===== config.mk =====
export PLATFORM = sky130hd
export DESIGN_NAME = mips_mc_ctrl
export DESIGN_NICKNAME = d
export VERILOG_FILES = /design/src/rtl/mips_mc_pkg.sv /design/src/rtl/mips_mc_aludec.sv /design/src/rtl/mips_mc_ctrl.sv
export SDC_FILE = /design/constraint.sdc
export NUM_CORES = 1
export LEC_CHECK = 0
export ABC_CLOCK_PERIOD_IN_PS = 2150
export CAP_MARGIN = 20
export CORE_ASPECT_RATIO = 0.7
export CORE_MARGIN = 3
export CORE_UTILIZATION = 45
export DETAILED_ROUTE_END_ITERATION = 12
export PLACE_DENSITY = 0.89
export SLEW_MARGIN = 5
export SYNTH_ARGS = -nofsm -noshare
export SYNTH_HDL_FRONTEND = slang
export SYNTH_SLANG_ARGS = --single-unit

===== constraint.sdc =====
create_clock -name clk -period 2.15 [get_ports clk]
set_input_delay 0.215 -clock clk [delete_from_list [all_inputs] [get_ports clk]]
set_output_delay 0.215 -clock clk [all_outputs]
set_load 0.01 [all_outputs]

===== src/rtl/mips_mc_pkg.sv =====
// Shared encodings for the multicycle MIPS control unit: FSM states, ALU codes,
// opcode/funct values and datapath mux selects.
package mips_mc_pkg;

    typedef enum logic [3:0] {
        S_FETCH  = 4'd0,
        S_DECODE = 4'd1,
        S_MEMADR = 4'd2,
        S_MEMRD  = 4'd3,
        S_MEMWB  = 4'd4,
        S_MEMWR  = 4'd5,
        S_RTEXE  = 4'd6,
        S_RTWB   = 4'd7,
        S_IMMEXE = 4'd8,
        S_IMMWB  = 4'd9,
        S_BRANCH = 4'd10,
        S_JUMP   = 4'd11,
        S_JAL    = 4'd12,
        S_JR     = 4'd13,
        S_HALT   = 4'd14,
        S_BAD    = 4'd15
    } state_e;

    localparam logic [3:0] ALU_AND  = 4'b0000;
    localparam logic [3:0] ALU_OR   = 4'b0001;
    localparam logic [3:0] ALU_ADD  = 4'b0010;
    localparam logic [3:0] ALU_SUB  = 4'b0110;
    localparam logic [3:0] ALU_SLT  = 4'b0111;
    localparam logic [3:0] ALU_SLTU = 4'b1111;

    localparam logic [5:0] OP_RTYPE = 6'b000000;
    localparam logic [5:0] OP_J     = 6'b000010;
    localparam logic [5:0] OP_JAL   = 6'b000011;
    localparam logic [5:0] OP_BEQ   = 6'b000100;
    localparam logic [5:0] OP_BNE   = 6'b000101;
    localparam logic [5:0] OP_ADDI  = 6'b001000;
    localparam logic [5:0] OP_ADDIU = 6'b001001;
    localparam logic [5:0] OP_SLTI  = 6'b001010;
    localparam logic [5:0] OP_SLTIU = 6'b001011;
    localparam logic [5:0] OP_ORI   = 6'b001101;
    localparam logic [5:0] OP_LUI   = 6'b001111;
    localparam logic [5:0] OP_LW    = 6'b100011;
    localparam logic [5:0] OP_SW    = 6'b101011;

    localparam logic [5:0] F_JR   = 6'b001000;
    localparam logic [5:0] F_ADD  = 6'b100000;
    localparam logic [5:0] F_ADDU = 6'b100001;
    localparam logic [5:0] F_SUB  = 6'b100010;
    localparam logic [5:0] F_SUBU = 6'b100011;
    localparam logic [5:0] F_AND  = 6'b100100;
    localparam logic [5:0] F_OR   = 6'b100101;
    localparam logic [5:0] F_SLT  = 6'b101010;
    localparam logic [5:0] F_SLTU = 6'b101011;

    localparam logic [1:0] PCSRC_ALU    = 2'd0;
    localparam logic [1:0] PCSRC_ALUOUT = 2'd1;
    localparam logic [1:0] PCSRC_JUMP   = 2'd2;
    localparam logic [1:0] PCSRC_REG    = 2'd3;

    localparam logic [1:0] SRCB_B     = 2'd0;
    localparam logic [1:0] SRCB_FOUR  = 2'd1;
    localparam logic [1:0] SRCB_IMM   = 2'd2;
    localparam logic [1:0] SRCB_IMMSH = 2'd3;

    localparam logic [1:0] REGDST_RT = 2'd0;
    localparam logic [1:0] REGDST_RD = 2'd1;
    localparam logic [1:0] REGDST_RA = 2'd2;

    localparam logic [1:0] M2R_ALUOUT = 2'd0;
    localparam logic [1:0] M2R_MDR    = 2'd1;
    localparam logic [1:0] M2R_PC     = 2'd2;

    function automatic logic is_imm_op(input logic [5:0] op);
        return (op == OP_ADDI) || (op == OP_ADDIU) || (op == OP_SLTI) ||
               (op == OP_SLTIU) || (op == OP_ORI) || (op == OP_LUI);
    endfunction

endpackage


===== src/rtl/mips_mc_aludec.sv =====
// ALU decoder: maps R-type funct or immediate opcode to an ALU control code and
// flags encodings the datapath cannot execute.
module mips_mc_aludec
    import mips_mc_pkg::*;
(
    input  logic [5:0] op_i,
    input  logic [5:0] funct_i,
    output logic [3:0] alucontrol_o,
    output logic       valid_o
);

    // NOTE: every output gets a default before the case so no path can infer a latch.
    always_comb begin
        alucontrol_o = ALU_ADD;
        valid_o      = 1'b1;
        if (op_i == OP_RTYPE) begin
            case (funct_i)
                F_ADD, F_ADDU: alucontrol_o = ALU_ADD;
                F_SUB, F_SUBU: alucontrol_o = ALU_SUB;
                F_AND:         alucontrol_o = ALU_AND;
                F_OR:          alucontrol_o = ALU_OR;
                F_SLT:         alucontrol_o = ALU_SLT;
                F_SLTU:        alucontrol_o = ALU_SLTU;
                default:       valid_o      = 1'b0;
            endcase
        end else begin
            case (op_i)
                OP_ADDI, OP_ADDIU, OP_LUI: alucontrol_o = ALU_ADD;
                OP_SLTI:  alucontrol_o = ALU_SLT;
                OP_SLTIU: alucontrol_o = ALU_SLTU;
                OP_ORI:   alucontrol_o = ALU_OR;
                default:  valid_o      = 1'b0;
            endcase
        end
    end

endmodule


===== src/rtl/mips_mc_ctrl.sv =====
// Multicycle MIPS control FSM: Moore state decode with strobes qualified by
// mem_ready/zero, a retired-instruction counter and a sticky illegal-op halt.
module mips_mc_ctrl
    import mips_mc_pkg::*;
#(
    parameter bit STALL_EN = 1'b1,
    parameter int CNT_W    = 32
) (
    input  logic             clk,
    input  logic             reset,
    input  logic [5:0]       op,
    input  logic [5:0]       funct,
    input  logic             zero,
    input  logic             mem_ready,
    output logic             iord,
    output logic             memread,
    output logic             memwrite,
    output logic             irwrite,
    output logic             regwrite,
    output logic [1:0]       regdst,
    output logic [1:0]       memtoreg,
    output logic             alusrca,
    output logic [1:0]       alusrcb,
    output logic             signext,
    output logic             shiftl16,
    output logic [3:0]       alucontrol,
    output logic [1:0]       pcsrc,
    output logic             pcen,
    output logic             retire,
    output logic [CNT_W-1:0] instret,
    output logic             halted,
    output logic [3:0]       state
);

    localparam logic [CNT_W-1:0] CNT_ONE = {{(CNT_W-1){1'b0}}, 1'b1};

    state_e           state_q, state_d;
    logic [CNT_W-1:0] instret_q;
    logic             halted_q;
    logic             ready;
    logic [3:0]       dec_alu;
    logic             dec_valid;
    logic             memread_raw, memwrite_raw, irwrite_raw, regwrite_raw, pcen_raw, retire_raw;

    assign ready = STALL_EN ? mem_ready : 1'b1;

    mips_mc_aludec u_aludec (
        .op_i         (op),
        .funct_i      (funct),
        .alucontrol_o (dec_alu),
        .valid_o      (dec_valid)
    );

    always_comb begin
        state_d = state_q;
        case (state_q)
            S_FETCH:  if (ready) state_d = S_DECODE;
            S_DECODE: begin
                if (op == OP_RTYPE)
                    state_d = (funct == F_JR) ? S_JR : (dec_valid ? S_RTEXE : S_HALT);
                else if (op == OP_LW || op == OP_SW)   state_d = S_MEMADR;
                else if (op == OP_BEQ || op == OP_BNE) state_d = S_BRANCH;
                else if (is_imm_op(op))                state_d = S_IMMEXE;
                else if (op == OP_J)                   state_d = S_JUMP;
                else if (op == OP_JAL)                 state_d = S_JAL;
                else                                   state_d = S_HALT;
            end
            S_MEMADR: state_d = (op == OP_LW) ? S_MEMRD : S_MEMWR;
            S_MEMRD:  if (ready) state_d = S_MEMWB;
            S_MEMWR:  if (ready) state_d = S_FETCH;
            S_RTEXE:  state_d = S_RTWB;
            S_IMMEXE: state_d = S_IMMWB;
            S_MEMWB, S_RTWB, S_IMMWB, S_BRANCH, S_JUMP, S_JAL, S_JR: state_d = S_FETCH;
            default:  state_d = S_HALT;
        endcase
    end

    always_comb begin
        iord         = 1'b0;
        memread_raw  = 1'b0;
        memwrite_raw = 1'b0;
        irwrite_raw  = 1'b0;
        regwrite_raw = 1'b0;
        pcen_raw     = 1'b0;
        retire_raw   = 1'b0;
        regdst       = REGDST_RT;
        memtoreg     = M2R_ALUOUT;
        alusrca      = 1'b0;
        alusrcb      = SRCB_B;
        signext      = 1'b0;
        shiftl16     = 1'b0;
        alucontrol   = ALU_ADD;
        pcsrc        = PCSRC_ALU;
        case (state_q)
            S_FETCH: begin
                memread_raw = 1'b1;
                alusrcb     = SRCB_FOUR;
                irwrite_raw = ready;
                pcen_raw    = ready;
            end
            S_DECODE: begin
                alusrcb = SRCB_IMMSH;
                signext = 1'b1;
            end
            S_MEMADR: begin
                alusrca = 1'b1;
                alusrcb = SRCB_IMM;
                signext = 1'b1;
            end
            S_MEMRD: begin
                memread_raw = 1'b1;
                iord        = 1'b1;
            end
            S_MEMWB: begin
                regwrite_raw = 1'b1;
                memtoreg     = M2R_MDR;
                retire_raw   = 1'b1;
            end
            S_MEMWR: begin
                memwrite_raw = 1'b1;
                iord         = 1'b1;
                retire_raw   = ready;
            end
            S_RTEXE: begin
                alusrca    = 1'b1;
                alucontrol = dec_alu;
            end
            S_RTWB: begin
                regwrite_raw = 1'b1;
                regdst       = REGDST_RD;
                retire_raw   = 1'b1;
            end
            // Writeback repeats the execute selects so the ALU result stays valid.
            S_IMMEXE, S_IMMWB: begin
                alusrca      = 1'b1;
                alusrcb      = SRCB_IMM;
                signext      = (op != OP_ORI) && (op != OP_LUI);
                shiftl16     = (op == OP_LUI);
                alucontrol   = dec_alu;
                regwrite_raw = (state_q == S_IMMWB);
                retire_raw   = (state_q == S_IMMWB);
            end
            S_BRANCH: begin
                alusrca    = 1'b1;
                alucontrol = ALU_SUB;
                pcsrc      = PCSRC_ALUOUT;
                pcen_raw   = (op == OP_BNE) ? ~zero : zero;
                retire_raw = 1'b1;
            end
            S_JUMP, S_JAL: begin
                pcsrc        = PCSRC_JUMP;
                pcen_raw     = 1'b1;
                retire_raw   = 1'b1;
                regwrite_raw = (state_q == S_JAL);
                regdst       = (state_q == S_JAL) ? REGDST_RA : REGDST_RT;
                memtoreg     = (state_q == S_JAL) ? M2R_PC : M2R_ALUOUT;
            end
            S_JR: begin
                pcsrc      = PCSRC_REG;
                pcen_raw   = 1'b1;
                retire_raw = 1'b1;
            end
            default: ;
        endcase
    end

    // NOTE: strobes are masked by reset combinationally so they drop the moment
    // reset rises, not at the next clock edge.
    assign memread  = memread_raw  & ~reset;
    assign memwrite = memwrite_raw & ~reset;
    assign irwrite  = irwrite_raw  & ~reset;
    assign regwrite = regwrite_raw & ~reset;
    assign pcen     = pcen_raw     & ~reset;
    assign retire   = retire_raw   & ~reset;

    // NOTE: state registers use non-blocking assignments so every flop samples
    // pre-edge values regardless of statement order.
    always_ff @(posedge clk or posedge reset) begin
        if (reset) begin
            state_q   <= S_FETCH;
            instret_q <= '0;
            halted_q  <= 1'b0;
        end else begin
            state_q <= state_d;
            if (retire_raw) instret_q <= instret_q + CNT_ONE;
            if (state_d == S_HALT) halted_q <= 1'b1;
        end
    end

    assign instret = instret_q;
    assign halted  = halted_q;
    assign state   = state_q;

endmodule


==> impl_metrics.csv <==
group,metric,value,unit
synth,ys_seq_area_share,39.3,%
synth,post-synth-top-count-cell,"dfrtp_1",
synth,syn_inst,267,
synth,avgSynthCellArea,8.83,sq um
synth,synth_edf_count,0,
timing,rsz0062_at_grt,"yes",
placed_design,portBuffers,74,
synth,synth-async-reset-ratio,100,%
final_layout,nFillCells,336,
grt,grt_overflow,0,
synth,netlist_area,2360,sq um
timing,finalHoldViolations,0,
min_path,hold_path_class,"register to register",
final_layout,diodes,0,
placed_design,dpl.hpwl,5540,um
synth,yosysTopAreaCellShare,39.3,%
timing,slew_violations,0,
power_and_ir_drop,p_clk_share,14.5,%
routing,drcViolationCount,0,
final_layout,syn2layout_area_growth,57.2,%
timing,skew,0.00495,ns
floorplanning,initial_core_util,48.0,%
timing,min_period,2.16,ns
power_and_ir_drop,ir_drop,0.404,mV
timing,hold_slack,0.494,ns
timing,final.period_utilization,101,%
power_and_ir_drop,combPwrFrac,58.0,%
synth,synthesis.nets,284,
final_layout,postLayoutCoreUtil,75.4,%
clock_tree,clockRootBuffer,"clkbuf_8",
routing,vias_per_cell,5.63,
synth,ys_dominant_reg_cell,"dfrtp_1",
critical_path,cp_max_fo,5,
clock_tree,cts_tree,"done",
routing,num_vias,2544,
clock_tree,clk_pin_slew,0.06,ns
clock_tree,cts_num_sinks,37,
critical_path,cp-end-kind,"output pin",
grt,antenna_found_initial,0,
critical_path,cp-start-kind,"register",
floorplanning,chipHeight,66.6,um
clock_tree,clk_latency,0.28,ns
floorplanning,core,4910,sq um
routing,firstDrtPassIters,4,
routing,wirelength,7590,um
timing,tightestPinTransition,0.479,ns
critical_path,arrival,1.95,ns
run,maxCapViolations,0,
placed_design,gp_congestion,0.876,
power_and_ir_drop,total_power,3.29,mW
synth,ys_types,52,
synth,synth_top_cells_by_count,"dfrtp_1, nor2_1, nand2_1, xnor2_1, nand3_1",
timing,worst_slack,-0.0116,ns
placed_design,place_ws,-0.558,ns
grt,grt_max_degree,38,
timing,maxSlewHeadroom,67.9,%
routing,wire_per_inst,16.8,um
power_and_ir_drop,switching_share,39.4,%
final_layout,multi_input_area,1460,sq um
power_and_ir_drop,p_int,1.99,mW
timing,clock.fmax,463,MHz
floorplanning,fp-row-count,21,
routing,ant_nets,0,
timing,setup_viol,1,
clock_tree,htreeDepth,2,
clock_tree,cts_made_buffers,5,
synth,yosys_warnings,0,
power_and_ir_drop,powerDensity,887,nW/um^2
critical_path,worstPathRequired,1.93,ns
routing,drtIter0Drc,195,
run_status,violations,"setup timing",
final_layout,drive_gt1_share,23.8,%
final_layout,nNetsFinal,400,
grt,grt_first_pass_wirelength,11800,um
power_and_ir_drop,p_switching,1.29,mW
final_layout,register_area,926,sq um
floorplanning,io_pins,75,
power_and_ir_drop,power.leakage,1.69,nW
critical_path,worst-setup-path-type,"register to output pin",
synth,yosysTopAreaCell,"dfrtp_1",
synth,ys_ff_latch,37,
run_status,status,"finished, violations left",
power_and_ir_drop,p_seq_share,27.5,%
floorplanning,die_w,92.5,um
grt,track_usage,24.3,%
floorplanning,die-area,6160,sq um
clock_tree,clk_path_buf_depth,2,
grt,grt_pass1_vias,2451,
synth,synth_area_leaders,"dfrtp_1, xnor2_1, xor2_1",
routing by layer:
metal	GRT usage, %	routed length [um]	vias up
li1	-	-	1181
met2	40.8	3510	130
met4	5.19	143	0
met5	0	0	-
met3	5.87	639	18
met1	32.2	3290	1215
metrics by stage:
stage | setup TNS (ns) | instances | cell area [sq um]
2_1_floorplan | 0 | 267 | 2360
3_3_place_gp | -2.70 | 441 | 3470
3_5_place_dp | -3.17 | 441 | 3470
4_1_cts | -0.119 | 448 | 3610
5_1_grt | -0.419 | 452 | 3700
6_report | -0.0116 | 452 | 3700
final timing paths:
path / startpoint / to / slack, ns / cells after the start
max: state[3] / regwrite / -0.01 / 6
min: halted / halted / 0.49 / 1
max reg2reg: state[1] / instret[17] / 0.07 / 8
min reg2reg: halted / halted / 0.49 / 1
max in group asynchronous: reset / state[0] / 1.29 / 3
min in group asynchronous: reset / state[2] / 0.52 / 3
registers in the layout, summed over array words and instances, names as in the netlist:
register  cells
halted        1
state         4
instret      32
critical path: stages (launching register included):
cell,delay (ns)
dfrtp_1,0.40
inv_1,0.13
nor3_1,0.23
buf_4,0.17
a21oi_1,0.04
a21oi_1,0.15
clkdlybuf4s50_1,0.55
placed cells by master (no fill, tap or decap), types with 2 or more instances in the layout:
cell type         n
a2111oi_2         2
a21o_1            3
a21oi_1          14
a21oi_2           3
a31o_2            2
and3_1            9
and3b_1           2
and4_1            3
buf_2             2
buf_4            48
buf_6             3
clkbuf_8          6
clkdlybuf4s15_1   3
clkdlybuf4s50_1  60
dfrtp_1          37
dlygate4sd2_1     3
dlymetal6s2s_1    4
inv_1             5
nand2_1          19
nand2b_1          5
nand3_1          16
nand3b_1          3
nand4_1           5
nor2_1           23
nor2b_1           4
nor2b_2           2
nor3_1           10
nor3b_1           3
nor3b_4           2
o211ai_1          3
o21ai_0           9
o22ai_1           2
or3b_2            2
xnor2_1          19
xor2_1           13
power by group through the flow:
stage / clock, mW / combinational (mW) / sequential [mW]
4_1_cts: 0.487 / 1.80 / 0.898
6_report: 0.478 / 1.91 / 0.903
3_3_place_gp: 0 / 1.75 / 0.902
2_1_floorplan: 0 / 0.857 / 0.938
5_1_grt: 0.516 / 2.04 / 0.916
3_5_place_dp: 0 / 1.80 / 0.909
timing repair:
item                       CTS  global route
setup buffers                0             4
gates resized for setup     34            23
pin swaps                    2             8
setup endpoints to repair   10            23
hold buffers                 0             0
area by class of cell:
class / instances / area share [%]
clock buffer: 7 / 2.33
inverter: 5 / 0.507
multi-input combinational: 209 / 39.4
sequential: 37 / 25.0
tap: 69 / 2.33
timing repair buffer: 125 / 30.4
logic make-up (layout without fill, tap and decap cells):
| logic type | after synthesis | in the layout | synth area share, % |
|---|---|---|---|
| AOI/OAI and AO/OA | 47 | 47 | 13.0 |
| xor gates and xnor gates | 33 | 33 | 12.3 |
| adders and majority gates | 1 | 1 | 0.531 |
| buffers and inverters | 21 | 137 | 3.61 |
| DFF | 37 | 37 | 39.3 |
| muxes | 2 | 2 | 0.902 |
| and+or+nand+nor | 126 | 126 | 30.4 |
No activity file was read; power rests on OpenSTA's default activity.
